$ cat src/rtl/mem_port_arbiter_pkg.sv
// Shared definitions for the fetch/data memory port arbiter: widths, FSM encoding
// and the latched memory command.
package mem_port_arbiter_pkg;

  localparam int unsigned AW    = 32;
  localparam int unsigned DW    = 32;
  localparam int unsigned CNT_W = 4;

  typedef enum logic [1:0] {
    IDLE   = 2'd0,
    BUSY_F = 2'd1,
    BUSY_D = 2'd2
  } arb_state_e;

  typedef struct packed {
    logic          we;
    logic [AW-1:0] addr;
    logic [DW-1:0] wdata;
  } mem_cmd_t;

endpackage

$ cat src/rtl/mem_port_arbiter_if.sv
// Bundle of the fetch port, data port and memory port of the arbiter.
interface mem_port_arbiter_if #(
  parameter int unsigned AW = mem_port_arbiter_pkg::AW,
  parameter int unsigned DW = mem_port_arbiter_pkg::DW
);

  logic          if_req;
  logic [AW-1:0] if_addr;
  logic          if_gnt;
  logic          if_done;
  logic [DW-1:0] if_rdata;

  logic          d_req;
  logic          d_we;
  logic [AW-1:0] d_addr;
  logic [DW-1:0] d_wdata;
  logic          d_gnt;
  logic          d_done;
  logic [DW-1:0] d_rdata;

  logic          mem_en;
  logic          mem_we;
  logic [AW-1:0] mem_addr;
  logic [DW-1:0] mem_wdata;
  logic [DW-1:0] mem_rdata;
  logic          mem_ready;

  // Arbiter side.
  modport slave (
    input  if_req, if_addr, d_req, d_we, d_addr, d_wdata, mem_rdata, mem_ready,
    output if_gnt, if_done, if_rdata, d_gnt, d_done, d_rdata,
           mem_en, mem_we, mem_addr, mem_wdata
  );

  // Requesters plus memory side.
  modport master (
    output if_req, if_addr, d_req, d_we, d_addr, d_wdata, mem_rdata, mem_ready,
    input  if_gnt, if_done, if_rdata, d_gnt, d_done, d_rdata,
           mem_en, mem_we, mem_addr, mem_wdata
  );

endinterface

$ cat src/rtl/mem_port_arbiter_starve_cnt.sv
// Saturating count of arbitrations fetch has lost to the data port; at_max_o
// tells the arbiter that fetch must win the next contested arbitration.
module mem_port_arbiter_starve_cnt
  import mem_port_arbiter_pkg::*;
#(
  parameter int unsigned STARVE_MAX = 4
) (
  input  logic clk,
  input  logic rst_n,
  input  logic inc_i,
  input  logic clr_i,
  output logic at_max_o
);

  logic [CNT_W-1:0] cnt_q, cnt_d;
  logic             at_max_q;

  always_comb begin
    cnt_d = cnt_q;
    if (clr_i) begin
      cnt_d = '0;
    end else if (inc_i && (cnt_q != CNT_W'(STARVE_MAX))) begin
      cnt_d = cnt_q + CNT_W'(1);
    end
  end

  // at_max is registered alongside the count so it is valid at the next arbitration.
  always_ff @(posedge clk or negedge rst_n) begin
    if (!rst_n) begin
      cnt_q    <= '0;
      at_max_q <= 1'b0;
    end else begin
      cnt_q    <= cnt_d;
      at_max_q <= (cnt_d == CNT_W'(STARVE_MAX));
    end
  end

  assign at_max_o = at_max_q;

endmodule

$ cat src/rtl/mem_port_arbiter.sv
// Single-port memory arbiter between instruction fetch and load/store. Data port
// has priority; fetch wins a contested arbitration once it has lost STARVE_MAX times.
module mem_port_arbiter
  import mem_port_arbiter_pkg::*;
#(
  parameter int unsigned STARVE_MAX = 4
) (
  input  logic                clk,
  input  logic                rst_n,
  mem_port_arbiter_if.slave   arb
);

  arb_state_e    state_q;
  mem_cmd_t      cmd_q;
  logic          mem_en_q;
  logic          if_gnt_q, d_gnt_q;
  logic          if_done_q, d_done_q;
  logic [DW-1:0] if_rdata_q, d_rdata_q;

  logic in_idle, f_win, d_win;
  logic starve_inc, starve_clr, starve_at_max;

  // Requests only matter in IDLE; contested arbitration goes to data unless fetch is starved.
  assign in_idle    = (state_q == IDLE);
  assign f_win      = in_idle & arb.if_req & (~arb.d_req | starve_at_max);
  assign d_win      = in_idle & arb.d_req & ~f_win;
  assign starve_inc = d_win & arb.if_req;
  assign starve_clr = f_win;

  mem_port_arbiter_starve_cnt #(
    .STARVE_MAX (STARVE_MAX)
  ) u_starve_cnt (
    .clk      (clk),
    .rst_n    (rst_n),
    .inc_i    (starve_inc),
    .clr_i    (starve_clr),
    .at_max_o (starve_at_max)
  );

  always_ff @(posedge clk or negedge rst_n) begin
    if (!rst_n) begin
      state_q    <= IDLE;
      cmd_q      <= '0;
      mem_en_q   <= 1'b0;
      if_gnt_q   <= 1'b0;
      d_gnt_q    <= 1'b0;
      if_done_q  <= 1'b0;
      d_done_q   <= 1'b0;
      if_rdata_q <= '0;
      d_rdata_q  <= '0;
    end else begin
      if_gnt_q  <= 1'b0;
      d_gnt_q   <= 1'b0;
      if_done_q <= 1'b0;
      d_done_q  <= 1'b0;
      case (state_q)
        IDLE: begin
          if (d_win) begin
            state_q  <= BUSY_D;
            d_gnt_q  <= 1'b1;
            mem_en_q <= 1'b1;
            cmd_q    <= '{we: arb.d_we, addr: arb.d_addr, wdata: arb.d_wdata};
          end else if (f_win) begin
            state_q  <= BUSY_F;
            if_gnt_q <= 1'b1;
            mem_en_q <= 1'b1;
            cmd_q    <= '{we: 1'b0, addr: arb.if_addr, wdata: '0};
          end
        end
        BUSY_F, BUSY_D: begin
          // Command stays latched until the memory signals completion.
          if (arb.mem_ready) begin
            state_q  <= IDLE;
            mem_en_q <= 1'b0;
            cmd_q.we <= 1'b0;
            if (state_q == BUSY_F) begin
              if_done_q  <= 1'b1;
              if_rdata_q <= arb.mem_rdata;
            end else begin
              d_done_q <= 1'b1;
              if (!cmd_q.we) begin
                d_rdata_q <= arb.mem_rdata;
              end
            end
          end
        end
        default: state_q <= IDLE;
      endcase
    end
  end

  assign arb.if_gnt    = if_gnt_q;
  assign arb.if_done   = if_done_q;
  assign arb.if_rdata  = if_rdata_q;
  assign arb.d_gnt     = d_gnt_q;
  assign arb.d_done    = d_done_q;
  assign arb.d_rdata   = d_rdata_q;
  assign arb.mem_en    = mem_en_q;
  assign arb.mem_we    = cmd_q.we;
  assign arb.mem_addr  = cmd_q.addr;
  assign arb.mem_wdata = cmd_q.wdata;

endmodule
$ cat src/flat_wrapper.sv
// flat-port wrapper written by rule: the top's interface ports become plain ports
module mem_port_arbiter_flat import mem_port_arbiter_pkg::*;
#(
  parameter int unsigned STARVE_MAX = 4
)
  (clk, rst_n, arb_if_req, arb_if_addr, arb_d_req, arb_d_we, arb_d_addr, arb_d_wdata, arb_mem_rdata, arb_mem_ready, arb_if_gnt, arb_if_done, arb_if_rdata, arb_d_gnt, arb_d_done, arb_d_rdata, arb_mem_en, arb_mem_we, arb_mem_addr, arb_mem_wdata);
  mem_port_arbiter_if arb_i ();
  input  logic clk;
  input  logic rst_n;
  input wire logic [$bits(arb_i.if_req)-1:0] arb_if_req;
  input wire logic [$bits(arb_i.if_addr)-1:0] arb_if_addr;
  input wire logic [$bits(arb_i.d_req)-1:0] arb_d_req;
  input wire logic [$bits(arb_i.d_we)-1:0] arb_d_we;
  input wire logic [$bits(arb_i.d_addr)-1:0] arb_d_addr;
  input wire logic [$bits(arb_i.d_wdata)-1:0] arb_d_wdata;
  input wire logic [$bits(arb_i.mem_rdata)-1:0] arb_mem_rdata;
  input wire logic [$bits(arb_i.mem_ready)-1:0] arb_mem_ready;
  output wire logic [$bits(arb_i.if_gnt)-1:0] arb_if_gnt;
  output wire logic [$bits(arb_i.if_done)-1:0] arb_if_done;
  output wire logic [$bits(arb_i.if_rdata)-1:0] arb_if_rdata;
  output wire logic [$bits(arb_i.d_gnt)-1:0] arb_d_gnt;
  output wire logic [$bits(arb_i.d_done)-1:0] arb_d_done;
  output wire logic [$bits(arb_i.d_rdata)-1:0] arb_d_rdata;
  output wire logic [$bits(arb_i.mem_en)-1:0] arb_mem_en;
  output wire logic [$bits(arb_i.mem_we)-1:0] arb_mem_we;
  output wire logic [$bits(arb_i.mem_addr)-1:0] arb_mem_addr;
  output wire logic [$bits(arb_i.mem_wdata)-1:0] arb_mem_wdata;
  assign arb_i.if_req = arb_if_req;
  assign arb_i.if_addr = arb_if_addr;
  assign arb_i.d_req = arb_d_req;
  assign arb_i.d_we = arb_d_we;
  assign arb_i.d_addr = arb_d_addr;
  assign arb_i.d_wdata = arb_d_wdata;
  assign arb_i.mem_rdata = arb_mem_rdata;
  assign arb_i.mem_ready = arb_mem_ready;
  assign arb_if_gnt = arb_i.if_gnt;
  assign arb_if_done = arb_i.if_done;
  assign arb_if_rdata = arb_i.if_rdata;
  assign arb_d_gnt = arb_i.d_gnt;
  assign arb_d_done = arb_i.d_done;
  assign arb_d_rdata = arb_i.d_rdata;
  assign arb_mem_en = arb_i.mem_en;
  assign arb_mem_we = arb_i.mem_we;
  assign arb_mem_addr = arb_i.mem_addr;
  assign arb_mem_wdata = arb_i.mem_wdata;
  mem_port_arbiter #(.STARVE_MAX(STARVE_MAX)) u_core (.clk(clk), .rst_n(rst_n), .arb(arb_i));
endmodule
$ cat config.mk
export PLATFORM = sky130hd
export DESIGN_NAME = mem_port_arbiter_flat
export DESIGN_NICKNAME = d
export VERILOG_FILES = /design/src/rtl/mem_port_arbiter_pkg.sv /design/src/rtl/mem_port_arbiter_if.sv /design/src/rtl/mem_port_arbiter_starve_cnt.sv /design/src/rtl/mem_port_arbiter.sv /design/src/flat_wrapper.sv
export SDC_FILE = /design/constraint.sdc
export NUM_CORES = 1
export LEC_CHECK = 0
export ABC_AREA = 1
export CAP_MARGIN = 20
export CORE_MARGIN = 10
export CORE_UTILIZATION = 34
export DETAILED_ROUTE_END_ITERATION = 8
export GPL_TIMING_DRIVEN = 0
export PLACE_DENSITY = 0.66
export SLEW_MARGIN = 40
export SYNTH_ARGS = -nofsm -noshare
export SYNTH_HDL_FRONTEND = slang
export SYNTH_SLANG_ARGS = --single-unit
$ cat constraint.sdc
create_clock -name clk -period 4.1 [get_ports clk]
set_clock_uncertainty 0.05 [all_clocks]
set_input_delay 1.025 -clock clk [delete_from_list [all_inputs] [get_ports clk]]
set_output_delay 1.025 -clock clk [all_outputs]
set_load 0.005 [all_outputs]
# After elaboration in Yosys (flattened, before gate mapping)
# Index checks and enable logic that the tools add are counted.
[op_classes]
n_reduce_logical = 10
add_sub_neg = 1
muxes = 24
eq_ne = 6
bitwise_logic = 10
[op_table]
columns = ["cell", "n"]
rows = [
  ["$mux 65", 2],
  ["$mux 1", 14],
  ["$mux 4", 2],
  ["$mux 2", 3],
  ["$reduce_and 3->1", 2],
  ["$and 1x1->1", 5],
  ["$add 4x1->4 const B", 1],
  ["$eq 4x3->1 const B", 1],
  ["$ne 4x3->1 const B", 1],
  ["$not 1->1", 4],
  ["$pmux 1 s2", 2],
  ["$pmux 2 s2", 1],
  ["$reduce_and 2->1", 2],
  ["$reduce_and 4->1", 1],
  ["$reduce_bool 2->1", 2],
  ["$ne 3x3->1 const B", 1],
  ["$eq 2x1->1 const B", 1],
  ["$eq 2x2->1 const B", 1],
  ["$logic_not 2->1", 1],
  ["$ne 2x2->1 const B", 1],
  ["$reduce_or 2->1", 1],
  ["$logic_and 1x1->1", 1],
  ["$or 1x1->1", 1],
]
[totals]
wordCells = 64
ff_bits = 141
in_bits = 134

# Logic depth before layout (Yosys ltp)
# Gate-level depths: netlist of the first run.
[depth]
depth_word = 10
mapped_depth = 11

# Cells and area by module
# A second synthesis of the first run with hierarchy kept.
[unflattened]
cells_unflattened = 633
hier_area_um2 = 5730.5
[modules_own_cells]
columns = ["module", "n_inst", "cells_each", "area_per_inst_um2", "seq_area_each_um2"]
rows = [
  ["mem_port_arbiter", 1, 591, 5415.2, 3403.3],
  ["mem_port_arbiter_starve_cnt", 1, 42, 315.3, 125.1],
]

# Worst setup path before layout of the first run
# OpenSTA, ideal clock, no wires.
[synth_timing]
path_kind = "input-to-reg"
from = "input arb_d_req"
to = "register u_core.cmd_q (netlist bit u_core.arb.mem_wdata[13])"
path_buffers = 2
slack_ns = 2.214
stages = 6
arrival_time_ns = 1.715
setup_ns = 0.121
cell_sequence = "nand2_2 nand2_1 inv_2 buf_6 buf_2 a22o_1"
[synth_between]
elab_chain_len = 7
word_cells_on_any_way = 9
classes_between = "mux (1); bitwise (6); reduce/logical (2)"
[synth_rtl]
columns = ["item", "line", "rtl"]
rows = [
  ["start: declaration", "flat_wrapper.sv:12", "input wire logic [$bits(arb_i.d_req)-1:0] arb_d_req;"],
  ["$not 1->1", "mem_port_arbiter.sv:25", "assign f_win = in_idle & arb.if_req & (~arb.d_req | starve_at_max);"],
  ["$or 1x1->1", "mem_port_arbiter.sv:25", ""],
  ["$and 1x1->1", "mem_port_arbiter.sv:25", ""],
  ["$not 1->1", "mem_port_arbiter.sv:26", "assign d_win = in_idle & arb.d_req & ~f_win;"],
  ["$and 1x1->1", "mem_port_arbiter.sv:26", ""],
  ["$reduce_bool 2->1 (no line)", "-", ""],
  ["$reduce_and 2->1 (no line)", "-", ""],
  ["end signal: assignment", "mem_port_arbiter.sv:62", "cmd_q <= '{we: arb.d_we, addr: arb.d_addr, wdata: arb.d_wdata};"],
  ["end signal: assignment", "mem_port_arbiter.sv:67", "cmd_q <= '{we: 1'b0, addr: arb.if_addr, wdata: '0};"],
  ["end: declaration", "mem_port_arbiter.sv:14", "mem_cmd_t cmd_q;"],
]
# Parallel ways exist; a longest one is shown, timed or not.
# A chain may end at the register's enable or synchronous reset.

# Worst setup path after layout of the first run
[layout_timing]
from = "register u_core.cmd_q (netlist bit u_core.arb.mem_wdata[0])"
to = "output arb_mem_wdata[0]"
[layout_lines]
columns = ["item", "line", "rtl"]
rows = [
  ["end: declaration", "flat_wrapper.sv:27", "output wire logic [$bits(arb_i.mem_wdata)-1:0] arb_mem_wdata;"],
]
# No word-level cell between the ends.

==> results.py, run 1 <==
metrics = {
    "outcome": {
        "status": "complete, no violations",
    },
    "critical_path": {
        "r2r_cells": 9,
        "crit_required_ps": 3020,
        "r2r_slack_ps": 2130,
        "cp-endpoint": "arb_mem_wdata[0]",
        "r2r-start": "u_core.state_q[0]",
        "startpoint": "u_core.arb.mem_wdata[0]",
        "cp_top_family": "buffers and inverters",
        "worst_path_largest_cell_delay_ps": 570,
        "path_cells": "clkdlybuf4s50_1",
        "cp_slowest_cell": "clkdlybuf4s50_1",
        "crit_type": "flop to primary output",
        "critPathArrivalTime_ps": 1340,
        "crit_buf_inv": 1,
        "rr_endpoint": "u_core.arb.if_rdata[5]",
        "crit_cells": 1,
        "startpoint_type": "flop",
        "critPathMaxFanout": 2,
        "endpoint_kind": "primary output",
    },
    "route": {
        "first_pass_iters": 4,
        "antenna_left": 0,
        "viasPerCell": 4.66,
        "drt_wl_total_um": 18800,
        "drt_iter0_drc": 252,
        "drc": 0,
        "wl_per_cell_um": 17.3,
        "vias": 5043,
    },
    "clock_tree": {
        "cts_setup_buffers": 0,
        "cts_buffers": 17,
        "clock_latency_ps": 420,
        "ctsHoldBuffers": 0,
        "cts_root_buffer": "clkbuf_16",
        "htree_levels": 4,
        "clockBufferDepth": 2,
        "path_clk_slew_ps": 60,
        "cts_tree": "done",
        "cts_resized": 0,
        "clock_sinks": 141,
    },
    "place": {
        "place_inst": 1050,
        "io_buffer_count": 267,
        "dpl_cell_area_um2": 8530,
        "place_ws_ps": 1400,
        "hpwl_um": 14900,
        "gp_congestion": 0.834,
    },
    "sta": {
        "max_freq_mhz": 414,
        "rsz0062_at_grt": "no",
        "final_hold_viol_count": 0,
        "setup_viol": 0,
        "period_share": 0.589,
        "tightestPinTransition_ps": 496,
        "final_max_slew_viol_count": 0,
        "setup_tns_ps": 0,
        "fin_crit_ps": 2420,
        "fin_ws_ps": 1680,
        "maxSlewHeadroom": 0.669,
    },
    "floorplan": {
        "start_util": 0.348,
        "die_h_um": 148,
        "die-area_um2": 21800,
        "pin_count": 268,
        "core_um2": 15900,
        "die_w_um": 148,
        "num_rows": 46,
    },
    "global_route": {
        "met2_usage": 0.277,
        "grt_max_degree": 73,
        "use_met3": 0.0803,
        "first_global_vias": 5241,
        "grt_usage": 0.169,
        "grt.busiest_layer": "met2",
        "grt_overflow": 0,
        "gr-usage-met1": 0.198,
        "antenna_found_initial": 0,
        "grt_pass1_wl_um": 29200,
    },
    "final_layout": {
        "fillCellCount": 1358,
        "layout-drive-gt1-share": 0.0681,
        "most-common-layout-cells": "clkdlybuf4s50_1 (266), nand2_1 (182), dfrtp_1 (141)",
        "seq_area_um2": 3530,
        "n_antenna_cell": 0,
        "final_core_util": 0.574,
        "multi_input_area_um2": 1630,
        "layout.cells.non_filler": 1082,
        "final_common_cell": "clkdlybuf4s50_1",
        "syn2layout_area_growth_pct": 64.8,
        "layout.nets": 991,
        "final_area_um2": 9110,
    },
    "yosys": {
        "avgSynthCellArea_um2": 9.79,
        "synthCells": 565,
        "ys_types": 22,
        "syn_area_um2": 5530,
        "syn-num-nets": 703,
        "synth_seq_cells": 141,
        "yosys_warnings": 0,
        "yosysSeqAreaShare": 0.638,
    },
    "power": {
        "power.leakage_nw": 4.25,
        "power.density_nw_per_um2": 744,
        "peakVddDrop_mv": 0.303,
    },
    "flow_run": {
        "maxCapViolations": 0,
    },
    "worst_hold_path": {
        "hold_path.class": "primary input to async pin",
    },
}
-- per-stage QoR --
step	hold slack (ps)	total power, mW
floorplan	426	3.47
global placement	418	5.24
global route	397	7.25
CTS	392	6.89
detailed placement	424	5.34
finish	400	6.78
-- report_power, final --
part | switching (mW) | internal [mW] | total, mW
clock | 0.631 | 0.882 | 1.51
sequential | 0.375 | 2.04 | 2.42
combinational | 1.24 | 1.61 | 2.85
total | 2.25 | 4.53 | 6.78
-- worst reg2reg max path, delay by kind of cell, from the launching register on --
kind                       cells  cell delay [ps]
AOI/OAI and AO/OA              1              120
adders and majority gates      1              300
buffers and inverters          4              730
DFF                            1              370
and+or+nand+nor                3              300
-- flip-flops by register name, summed over array words and instances, names as in the netlist --
register,flops
u_core.arb.d_rdata,32
u_core.arb.if_rdata,32
u_core.arb.mem_addr,32
u_core.arb.mem_wdata,32
u_core.u_starve_cnt.cnt_q,4
u_core.state_q,2
u_core.arb.d_done,1
u_core.arb.d_gnt,1
u_core.arb.if_done,1
u_core.arb.if_gnt,1
u_core.arb.mem_en,1
u_core.arb.mem_we,1
u_core.u_starve_cnt.at_max_o,1
-- routing by layer --
metal  routed length (µm)  part of all wire  vias up
met5                    0                 0        -
met4                  179            0.0095        0
met3                 1670             0.089       13
met2                 9100              0.49      200
met1                 7800              0.42     2424
li1                     -                 -     2406
-- worst min path at each step --
stage	end	slack (ps)	cells past startpoint
after floorplan	u_core.arb.d_rdata[0]	430	2
after global placement	u_core.arb.if_rdata[17]	420	2
after detailed placement	u_core.arb.if_rdata[18]	420	2
after CTS	u_core.arb.d_rdata[30]	390	1
after global routing	u_core.arb.d_rdata[28]	400	1
final	u_core.arb.d_rdata[28]	400	1
-- Yosys cell counts --
library cell / instances / area [µm²]
dfrtp_1: 141 / 3530
nand4_1: 2 / 12.5
buf_6: 5 / 56.3
buf_2: 12 / 60.1
o21ai_0: 67 / 335
a22o_1: 32 / 280
nor2_4: 1 / 11.3
a21oi_1: 3 / 15.0
nor3_1: 1 / 5.00
inv_2: 2 / 7.51
nand2_2: 2 / 12.5
nor2_2: 1 / 6.26
nand2_1: 182 / 683
nor2_1: 6 / 22.5
clkbuf_1: 13 / 48.8
o22ai_1: 1 / 6.26
and2_1: 1 / 6.26
inv_1: 51 / 191
inv_4: 1 / 6.26
o21ai_1: 1 / 5.00
nand3_1: 36 / 180
ha_1: 4 / 50.1
-- cell type report --
type,instances,share of cell area
Multi-Input combinational cell,340,0.179
Tap cell,216,0.0297
Sequential cell,141,0.387
Timing Repair Buffer,269,0.299
Clock inverter,13,0.0146
Buffer,30,0.0181
Inverter,54,0.0225
Clock buffer,19,0.0497
-- kinds of logic after synthesis --
family	Yosys count	synth area share
AND/OR/NAND/NOR	232	0.170
flip-flops	141	0.638
AO/OA/AOI/OAI	104	0.116
buffers and inverters	84	0.0670
adder cells (fa/ha/maj)	4	0.00905
Note: power is estimated with default switching activity, not from simulation.
==> run 2: changes to the inputs <==
- PLACE_DENSITY: 0.66 -> 0.69
- clock period: 4.1 -> 2.2 ns (I/O delays scaled with it)
==> run 2 against run 1 <==
Critical path type unchanged. Critical endpoint is now arb_mem_wdata[28]. Combinational power rose by 88%. Sequential cell count stayed put. Clock power increased by 81%. Non-clock buffer count stayed put. Global-route usage increased by 0.44 points. Sequential power increased by 84%. Hold slack got worse by 340 ps. Largest cell class unchanged. Sequential share of layout area increased by 0.091 points. First-iteration DRC count rose by 15%. Via count fell by 2.2%.
==> results.py, run 2 (same netlist as run 1, synthesis figures left out) <==
metrics = {
    "floorplan": {
        "pin_count": 268,
        "core_um2": 15900,
        "die-area_um2": 21800,
        "num_rows": 46,
        "die_w_um": 148,
        "start_util": 0.348,
        "die_h_um": 148,
    },
    "sta": {
        "fin_crit_ps": 1980,
        "rsz0062_at_grt": "no",
        "period_share": 0.898,
        "maxSlewHeadroom": 0.668,
        "tightestPinTransition_ps": 499,
        "final_max_slew_viol_count": 0,
        "setup_viol": 0,
        "fin_ws_ps": 223,
        "max_freq_mhz": 506,
        "final_hold_viol_count": 0,
        "fin_hold_ws_ps": 59.8,
    },
    "place": {
        "io_buffer_count": 267,
        "hpwl_um": 14300,
        "dpl_cell_area_um2": 8530,
        "place_ws_ps": -19.0,
        "place_inst": 1050,
        "gp_congestion": 0.768,
    },
    "power": {
        "power.leakage_nw": 4.24,
        "power.density_nw_per_um2": 1380,
        "power_mw": 12.6,
        "peakVddDrop_mv": 0.524,
    },
    "route": {
        "first_pass_iters": 4,
        "drt_iter0_drc": 289,
        "wl_per_cell_um": 17.6,
        "vias": 4930,
        "drt_wl_total_um": 19100,
        "antenna_left": 0,
        "drc": 0,
        "viasPerCell": 4.56,
    },
    "critical_path": {
        "worst_path_largest_cell_delay_ps": 610,
        "startpoint_type": "flop",
        "critPathArrivalTime_ps": 1380,
        "crit_buf_inv": 1,
        "path_cells": "clkdlybuf4s50_1",
        "cp_slowest_cell": "clkdlybuf4s50_1",
        "cp_top_family": "buffers and inverters",
        "endpoint_kind": "primary output",
        "crit_type": "flop to primary output",
        "crit_required_ps": 1600,
        "critPathMaxFanout": 2,
    },
    "clock_tree": {
        "cts_resized": 0,
        "clock_sinks": 141,
        "clock_latency_ps": 410,
        "cts_root_buffer": "clkbuf_16",
        "cts_setup_buffers": 0,
        "cts_buffers": 17,
        "htree_levels": 4,
        "path_clk_slew_ps": 60,
        "cts_tree": "done",
        "ctsHoldBuffers": 0,
        "clockBufferDepth": 2,
    },
    "global_route": {
        "grt_overflow": 0,
        "grt_pass1_wl_um": 29900,
        "antenna_found_initial": 0,
        "grt_usage": 0.174,
        "first_global_vias": 5279,
        "grt_max_degree": 73,
    },
    "final_layout": {
        "syn2layout_area_growth_pct": 64.4,
        "final_area_um2": 9090,
        "final_common_cell": "clkdlybuf4s50_1",
        "layout.nets": 991,
        "fillCellCount": 1422,
        "most-common-layout-cells": "clkdlybuf4s50_1 (266), nand2_1 (182), dfrtp_1 (141)",
        "layout-drive-gt1-share": 0.0671,
        "layout.cells.non_filler": 1081,
        "n_antenna_cell": 0,
    },
    "flow_run": {
        "maxCapViolations": 0,
    },
    "outcome": {
        "status": "complete, no violations",
    },
    "worst_hold_path": {
        "hold_path.class": "primary input to async pin",
    },
}
==> run 2: cell count changes in the layout (fill, tap and decap cells not counted), sizes merged <==
cell / delta
clkinvlp: -1
clkbuf: -1
clkinv: +4
inv: -3
==> run 2: final timing paths <==
| path | start | end | slack (ps) | cells after the start |
|---|---|---|---|---|
| setup / recovery | u_core.arb.mem_wdata[28] | arb_mem_wdata[28] | 220 | 1 |
| hold reg to reg | u_core.arb.d_rdata[27] | u_core.arb.d_rdata[27] | 430 | 2 |
| hold / removal | rst_n | u_core.arb.if_rdata[11] | 60 | 2 |
| max in group asynchronous | rst_n | u_core.arb.mem_addr[1] | 1370 | 3 |
| setup reg to reg | u_core.state_q[0] | u_core.arb.d_rdata[22] | 260 | 8 |
| min in group clk | u_core.arb.d_rdata[27] | u_core.arb.d_rdata[27] | 430 | 2 |
==> run 2: power breakdown <==
group,switching [mW],internal (mW),total (mW)
Combinational,2.36,3.00,5.36
Clock,1.15,1.58,2.73
Sequential,0.661,3.80,4.46
==> run 2: layout make-up <==
class / count / area, µm² / share of cell area
buffer: 30 / 165 / 0.0182
clock buffer: 18 / 439 / 0.0483
clock inverter: 13 / 118 / 0.0129
inverter: 54 / 205 / 0.0226
multi-input combinational: 340 / 1630 / 0.179
sequential: 141 / 3530 / 0.388
tap: 216 / 270 / 0.0297
timing repair buffer: 269 / 2730 / 0.301
==> run 2: per-stage QoR <==
stage                      util  setup TNS (ps)
after global placement    0.533         -751110
after global routing      0.572               0
after CTS                 0.572               0
final                     0.572               0
after detailed placement  0.537            -103
after floorplan               -               0
==> run 2: per-layer routing <==
| layer | track usage | part of all wire | vias up |
|---|---|---|---|
| met5 | 0 | 0 | - |
| met4 | 0.0456 | 0.013 | 0 |
| met2 | 0.281 | 0.47 | 208 |
| met1 | 0.205 | 0.42 | 2303 |
| met3 | 0.0781 | 0.098 | 16 |
| li1 | - | - | 2403 |
